$ cat src/rtl/histogram_equalizer_if.sv
// histogram_equalizer_if: pixel stream, cumulative-histogram read port and build status
interface histogram_equalizer_if #(
  parameter int CDF_W = 20
);
  logic             iFvalid;
  logic [7:0]       iGray;
  logic             iGrayValid;
  logic             iHistDone;
  logic [CDF_W-1:0] iCumHisto;
  logic [7:0]       oReadGray;
  logic [7:0]       oEqGray;
  logic             oEqValid;
  logic             oBusy;
  logic             oLutReady;
  modport master (
    output iFvalid, iGray, iGrayValid, iHistDone, iCumHisto,
    input  oReadGray, oEqGray, oEqValid, oBusy, oLutReady
  );
  modport slave (
    input  iFvalid, iGray, iGrayValid, iHistDone, iCumHisto,
    output oReadGray, oEqGray, oEqValid, oBusy, oLutReady
  );
endinterface

$ cat src/rtl/histogram_equalizer.sv
// histogram_equalizer: builds a double-buffered equalisation LUT from the CDF and remaps gray pixels
module histogram_equalizer #(
  parameter int TOTAL_PIXELS = 384000,
  parameter int CDF_W        = 20
) (
  input logic                  iClk,
  input logic                  iRst_n,
  histogram_equalizer_if.slave bus
);
  typedef enum logic [2:0] {IDLE, SCAN_ADDR, SCAN_CAP, BUILD_ADDR, BUILD_CAP, DIV, WRITE, DONE} state_t;
  localparam logic [CDF_W-1:0] TOTAL = CDF_W'(TOTAL_PIXELS);
  state_t           state_q, state_d;
  logic             hist_done_q, fvalid_q, hist_rise, fv_rise, swap;
  logic [7:0]       g_q, g_d, read_gray_q, read_gray_d, quo_q, quo_d, wr_data;
  logic [2:0]       cnt_q, cnt_d;
  logic [CDF_W-1:0] cdf_min_q, cdf_min_d, den_q, den_d, diff;
  logic [27:0]      rem_q, rem_d, den_sh;
  logic             busy, lut_ready, wr_en, ge;
  logic             bank_q, bank_d, lut_valid_q, lut_valid_d, pend_q, pend_d;
  logic [7:0]       gray1_q, eq_gray_q, eq_gray_d, rd_data;
  logic             gv1_q, eq_valid_q;
  logic [7:0]       lut_q [2][256];
  assign hist_rise = bus.iHistDone & ~hist_done_q;
  assign fv_rise   = bus.iFvalid & ~fvalid_q;
  assign swap      = fv_rise & pend_q;
  // build FSM state register; reset aborts any build in progress
  always_ff @(posedge iClk) state_q <= !iRst_n ? IDLE : state_d;
  // next-state: scan for first non-empty bin, then 11 cycles per LUT entry
  always_comb begin
    state_d = state_q;
    case (state_q)
      IDLE:       state_d = hist_rise ? SCAN_ADDR : IDLE;
      SCAN_ADDR:  state_d = SCAN_CAP;
      SCAN_CAP:   state_d = (bus.iCumHisto != '0 || g_q == 8'd255) ? BUILD_ADDR : SCAN_ADDR;
      BUILD_ADDR: state_d = BUILD_CAP;
      BUILD_CAP:  state_d = DIV;
      DIV:        state_d = cnt_q == 3'd0 ? WRITE : DIV;
      WRITE:      state_d = g_q == 8'd255 ? DONE : BUILD_ADDR;
      DONE:       state_d = IDLE;
      default:    state_d = IDLE;
    endcase
  end
  // FSM outputs; a flat image (zero denominator) maps every level to itself
  always_comb begin
    busy      = state_q != IDLE && state_q != DONE;
    lut_ready = state_q == DONE;
    wr_en     = state_q == WRITE && iRst_n;
    wr_data   = den_q == '0 ? g_q : quo_q;
  end
  // scan/build datapath: cdf_min capture, numerator/denominator setup, restoring divide
  always_comb begin
    g_d       = g_q;
    cdf_min_d = cdf_min_q;
    den_d     = den_q;
    rem_d     = rem_q;
    quo_d     = quo_q;
    cnt_d     = cnt_q;
    diff      = bus.iCumHisto - cdf_min_q;
    den_sh    = 28'(den_q) << cnt_q;
    ge        = rem_q >= den_sh;
    case (state_q)
      IDLE: g_d = 8'd0;
      SCAN_CAP: begin
        cdf_min_d = bus.iCumHisto;
        g_d       = (bus.iCumHisto != '0 || g_q == 8'd255) ? 8'd0 : g_q + 8'd1;
      end
      BUILD_CAP: begin
        rem_d = bus.iCumHisto < cdf_min_q ? 28'd0 : 28'(diff) * 28'd255;
        den_d = TOTAL - cdf_min_q;
        cnt_d = 3'd7;
        quo_d = 8'd0;
      end
      DIV: begin
        rem_d = ge ? rem_q - den_sh : rem_q;
        quo_d = {quo_q[6:0], ge};
        cnt_d = cnt_q - 3'd1;
      end
      WRITE: g_d = g_q + 8'd1;
      default: ;
    endcase
    read_gray_d = (state_d == SCAN_ADDR || state_d == BUILD_ADDR) ? g_d : read_gray_q;
  end
  // bank swap at frame start only, so a frame never sees a half-written LUT
  always_comb begin
    bank_d      = bank_q ^ swap;
    lut_valid_d = lut_valid_q | swap;
    pend_d      = lut_ready | (pend_q & ~swap);
    rd_data     = lut_q[bank_q][gray1_q];
    eq_gray_d   = !gv1_q ? 8'd0 : lut_valid_q ? rd_data : gray1_q;
  end
  // datapath, bank control and pixel pipeline registers
  always_ff @(posedge iClk) begin
    if (!iRst_n) begin
      hist_done_q <= 1'b0;
      fvalid_q    <= 1'b0;
      g_q         <= 8'd0;
      read_gray_q <= 8'd0;
      quo_q       <= 8'd0;
      cnt_q       <= 3'd0;
      cdf_min_q   <= '0;
      den_q       <= '0;
      rem_q       <= 28'd0;
      bank_q      <= 1'b0;
      lut_valid_q <= 1'b0;
      pend_q      <= 1'b0;
      gray1_q     <= 8'd0;
      gv1_q       <= 1'b0;
      eq_gray_q   <= 8'd0;
      eq_valid_q  <= 1'b0;
    end else begin
      hist_done_q <= bus.iHistDone;
      fvalid_q    <= bus.iFvalid;
      g_q         <= g_d;
      read_gray_q <= read_gray_d;
      quo_q       <= quo_d;
      cnt_q       <= cnt_d;
      cdf_min_q   <= cdf_min_d;
      den_q       <= den_d;
      rem_q       <= rem_d;
      bank_q      <= bank_d;
      lut_valid_q <= lut_valid_d;
      pend_q      <= pend_d;
      gray1_q     <= bus.iGray;
      gv1_q       <= bus.iGrayValid;
      eq_gray_q   <= eq_gray_d;
      eq_valid_q  <= gv1_q;
    end
  end
  // LUT storage; builds only ever write the shadow bank
  always_ff @(posedge iClk) if (wr_en) lut_q[~bank_q][g_q] <= wr_data;
  assign bus.oReadGray = read_gray_q;
  assign bus.oEqGray   = eq_gray_q;
  assign bus.oEqValid  = eq_valid_q;
  assign bus.oBusy     = busy;
  assign bus.oLutReady = lut_ready;
endmodule
$ cat src/flat_wrapper.sv
// flat-port wrapper written by rule: the top's interface ports become plain ports
module histogram_equalizer_flat 
#(
  parameter int TOTAL_PIXELS = 384000,
  parameter int CDF_W        = 20
)
  (iClk, iRst_n, bus_iFvalid, bus_iGray, bus_iGrayValid, bus_iHistDone, bus_iCumHisto, bus_oReadGray, bus_oEqGray, bus_oEqValid, bus_oBusy, bus_oLutReady);
  histogram_equalizer_if #(.CDF_W(CDF_W)) bus_i ();
  input logic iClk;
  input logic iRst_n;
  input wire logic [$bits(bus_i.iFvalid)-1:0] bus_iFvalid;
  input wire logic [$bits(bus_i.iGray)-1:0] bus_iGray;
  input wire logic [$bits(bus_i.iGrayValid)-1:0] bus_iGrayValid;
  input wire logic [$bits(bus_i.iHistDone)-1:0] bus_iHistDone;
  input wire logic [$bits(bus_i.iCumHisto)-1:0] bus_iCumHisto;
  output wire logic [$bits(bus_i.oReadGray)-1:0] bus_oReadGray;
  output wire logic [$bits(bus_i.oEqGray)-1:0] bus_oEqGray;
  output wire logic [$bits(bus_i.oEqValid)-1:0] bus_oEqValid;
  output wire logic [$bits(bus_i.oBusy)-1:0] bus_oBusy;
  output wire logic [$bits(bus_i.oLutReady)-1:0] bus_oLutReady;
  assign bus_i.iFvalid = bus_iFvalid;
  assign bus_i.iGray = bus_iGray;
  assign bus_i.iGrayValid = bus_iGrayValid;
  assign bus_i.iHistDone = bus_iHistDone;
  assign bus_i.iCumHisto = bus_iCumHisto;
  assign bus_oReadGray = bus_i.oReadGray;
  assign bus_oEqGray = bus_i.oEqGray;
  assign bus_oEqValid = bus_i.oEqValid;
  assign bus_oBusy = bus_i.oBusy;
  assign bus_oLutReady = bus_i.oLutReady;
  histogram_equalizer #(.TOTAL_PIXELS(TOTAL_PIXELS), .CDF_W(CDF_W)) u_core (.iClk(iClk), .iRst_n(iRst_n), .bus(bus_i));
endmodule
$ cat config.mk
export PLATFORM = sky130hd
export DESIGN_NAME = histogram_equalizer_flat
export DESIGN_NICKNAME = d
export VERILOG_FILES = /design/src/rtl/histogram_equalizer_if.sv /design/src/rtl/histogram_equalizer.sv /design/src/flat_wrapper.sv
export SDC_FILE = /design/constraint.sdc
export NUM_CORES = 2
export LEC_CHECK = 0
export BUFFER_PORTS_ARGS = -buffer_cell sky130_fd_sc_hd__buf_2
export CAP_MARGIN = 10
export CELL_PAD_IN_SITES_DETAIL_PLACEMENT = 1
export CELL_PAD_IN_SITES_GLOBAL_PLACEMENT = 1
export CORE_UTILIZATION = 30
export CTS_CLUSTER_SIZE = 8
export DETAILED_ROUTE_END_ITERATION = 10
export PLACE_DENSITY_LB_ADDON = 0.1
export SLEW_MARGIN = 20
export SYNTH_ARGS = -nofsm -noshare
export SYNTH_HDL_FRONTEND = slang
export SYNTH_SLANG_ARGS = --single-unit
export TNS_END_PERCENT = 10
$ cat constraint.sdc
create_clock -name iClk -period 8.4 [get_ports iClk]
set_input_delay 0.84 -clock iClk [delete_from_list [all_inputs] [get_ports iClk]]
set_output_delay 0.84 -clock iClk [all_outputs]
set_load 0.02 [all_outputs]
==> run_results.csv <==
group,metric,value,unit
cts,insertion_delay,1.08,ns
cts,cts_buffer_depth,4,
cts,cts_sinks,4218,
setup_path,critPathLaunchType,"primary input",
status,status,"finished, final reports clean",
cts,clkTransAtPathRegs,0.05,ns
setup_path,max_stage_delay,0.55,ns
power_and_ir_drop,power.density,286,nW/um2
power_and_ir_drop,power.leakage,61.4,nW
yosys,ys_seq_elements,4218,
floorplan,die_area,571000,um2
grt,grt_pass1_wl,781,mm
routing,routed-wl-met2,272,mm
finish,fin_area,197000,um2
yosys,syn_avg_cell_area,19.6,um2
setup_path,required,9.37,ns
finish,nNetsFinal,9325,
sta,setup_viol_count_final,0,
cts,cts_resized,0,
yosys,synth.top_cell.area_share,72.2,%
sta,slew-limit-headroom,15.5,%
yosys,synthTopCellsByArea,"edfxtp_1 72%, mux4_2 14%, mux2i_1 1.5%",
grt,grt_overflow_total,0,
routing,wl,567,mm
yosys,synth-edff-count,4096,
sta,tightest_slew,1.27,ns
yosys,synthCells,8707,
grt,grt_max_degree,207,
power_and_ir_drop,ir_drop,0.576,mV
cts,ctsHoldBuffers,29,
sta,post-route-period-util,87.7,%
place,dp_hpwl,355,mm
routing,m1WireLength,252,mm
yosys,synthArstFlopShare,0,%
routing,route.met3.wl,30.5,mm
yosys,yosys_warnings,0,
job,max_cap_viol_count,0,
sta,hold_viol,0,
routing,wl_per_cell,33.8,um
setup_path,crit_start,"bus_iCumHisto[0]",
sta,fin_crit,7.36,ns
floorplan,core_area,565000,um2
sta,fmax,136,MHz
place,port_buffers,51,
finish,area_growth_syn_to_layout,15.7,%
cts,cts_inserted_buffers,600,
floorplan,io_pins,52,
yosys,ys_dominant_reg_cell,"edfxtp_1",
routing,via_per_inst,5.21,
finish,utilization,34.9,%
power_and_ir_drop,power,56.4,mW
sta,rsz0062_at_grt,"no",
finish,multi_input_area,42300,um2
yosys,ys_seq_area_share,73.6,%
floorplan,rows,276,
routing,drt_pre_antenna_iters,8,
finish,drive_above_1_share,22.5,%
routing,num_vias,87398,
finish,fillers,55144,
min_path,hp-class,"primary input to flop",
setup_path,cp_slowest_cell,"fa_1",
floorplan,dieWidth,756,um
setup_path,criticalPathCategory,"primary input to flop",
setup_path,arrival,8.34,ns
grt,gr-usage-all-layers,19.4,%
sta,drv_slew,0,
yosys,synth_area,170000,um2
floorplan,die_h,756,um
yosys,yosysUniqueCellTypes,77,
yosys,syn-num-nets,8931,
setup_path,r2r_start,"u_core.cdf_min_q[0]",
finish,seqCellArea,125000,um2
place,placed_cell_area,180000,um2
place,place.gp.congestion,0.775,
routing,ant_nets,0,
routing,top_layer,"met4",
floorplan,initial_utilization,30.1,%
routing,drcViolationCount,0,
sta,final.setup.tns,0,ns
min_path,hold_start,"bus_iCumHisto[1]",
grt,antenna_found_initial,47,
cts,postCtsSetupRepairBufs,0,
routing,drt_iter0_drc,7873,
yosys,synth_area_leader_cell,"edfxtp_1",
setup_path,critPathMaxFanout,6,
setup_path,critPathCaptureType,"flop",
cts,cts-root-buf,"clkbuf_16",
sta,fin_skew,0.0638,ns
grt,grt_pass1_vias,93513,
cts,cts_tree,"yes",
cts,h-tree-depth,6,
[cells in the mapped netlist (all sizes together), types with 7 or more instances]
cell    count
or3        10
o21ai     103
a221o       9
a32oi      11
nor3       45
o21a       12
o22ai      45
or2        12
and3       29
clkbuf    261
dfxtp     122
nor2b      28
fa         83
a32o        7
a21o       32
a211o       9
ha        108
nand2b     24
a22oi     170
edfxtp   4096
o211ai     18
buf       246
inv       202
mux4     1049
mux2i     257
xor2       23
and2       35
nand4      15
nor4       27
a221oi     67
a22o       40
nand2     271
a311oi     12
nor2      686
nor3b      13
o31ai       9
xnor2      57
nand3      83
mux2       13
a211oi     49
a21oi     222
a31oi      24
[sequential cells by signal (all words and copies together), names as in the netlist, 3 cells and up, named ones only]
signal and cells:
u_core.state_q 3, u_core.cdf_min_q 20, u_core.bus.oReadGray 8, u_core.den_q 20, u_core.gray1_q 8, u_core.cnt_q 3, u_core.rem_q 28, u_core.g_q 8
u_core.bus.oEqGray 8, u_core.lut_q 4096, u_core.quo_q 8
[per-stage QoR]
stage / hold WS, ns / std cells / worst slack, ns
after floorplan: 0.429 / 8707 / 1.31
after global placement: 0.455 / 15972 / 0.523
after detailed placement: 0.463 / 15974 / 0.511
after CTS: 0.00757 / 16775 / 1.08
after global routing: 0.0599 / 16778 / 0.592
final: 0.112 / 16787 / 1.04
[per-layer routing]
layer | vias to the layer above | GRT usage [%]
met5 | - | 0
met4 | 0 | 3.91
met2 | 2311 | 32.1
met1 | 48287 | 27.2
li1 | 36179 | -
met3 | 621 | 3.17
[final cells by class]
type / count / area share (%)
tap: 7506 / 4.76
clock inverter: 42 / 0.353
clock buffer: 730 / 8.05
timing repair buffer: 299 / 1.39
multi-input combinational: 3780 / 21.4
inverter: 202 / 0.390
sequential: 4218 / 63.6
antenna: 10 / 0.0127
[cell families after synthesis]
family          synth area share, %
buf+inv                        1.89
xor+xnor                      0.411
mux                            15.5
flops                          73.6
simple gates                   3.32
compound gates                 3.55
fa+ha+maj                      1.77
[worst paths after layout]
check | cells past startpoint | endpoint | slack, ns
setup / recovery | 32 | u_core.rem_q[25] | 1.04
hold / removal | 3 | u_core.cdf_min_q[1] | 0.11
setup reg to reg | 29 | u_core.rem_q[25] | 1.10
hold reg to reg | 2 | u_core.cdf_min_q[19] | 0.47
[cells in the final DEF, fill, tap and decap left out, drive strengths merged, types with 18 or more instances in the layout]
| cell type | instances |
|---|---|
| edfxtp | 4096 |
| mux4 | 1049 |
| clkbuf | 731 |
| nor2 | 686 |
| nand2 | 271 |
| buf | 269 |
| mux2i | 257 |
| a21oi | 222 |
| inv | 219 |
| a22oi | 170 |
| dfxtp | 122 |
| ha | 108 |
| o21ai | 103 |
| fa | 83 |
| nand3 | 83 |
| a221oi | 67 |
| xnor2 | 57 |
| a211oi | 49 |
| o22ai | 45 |
| nor3 | 45 |
| a22o | 40 |
| and2 | 35 |
| a21o | 32 |
| and3 | 29 |
| dlygate4sd3 | 29 |
| nor2b | 28 |
| nor4 | 27 |
| a31oi | 24 |
| nand2b | 24 |
| xor2 | 23 |
| clkinv | 23 |
| o211ai | 18 |
[worst max-delay path: cells and delay by family]
| kind | cells | cell delay, ns |
|---|---|---|
| AO/OA/AOI/OAI | 12 | 2.52 |
| XOR/XNOR | 1 | 0.17 |
| AND/OR/NAND/NOR | 3 | 0.39 |
| buffers and inverters | 9 | 1.37 |
| adder cells (fa/ha/maj) | 7 | 3.05 |
[report_power, final]
part | switching [mW] | internal (mW) | total, mW
Sequential | 0.0455 | 22.8 | 22.8
Clock | 8.99 | 13.2 | 22.1
Combinational | 6.84 | 4.63 | 11.5
Total | 15.9 | 40.6 | 56.4
No activity file was read; power rests on OpenSTA's default activity.
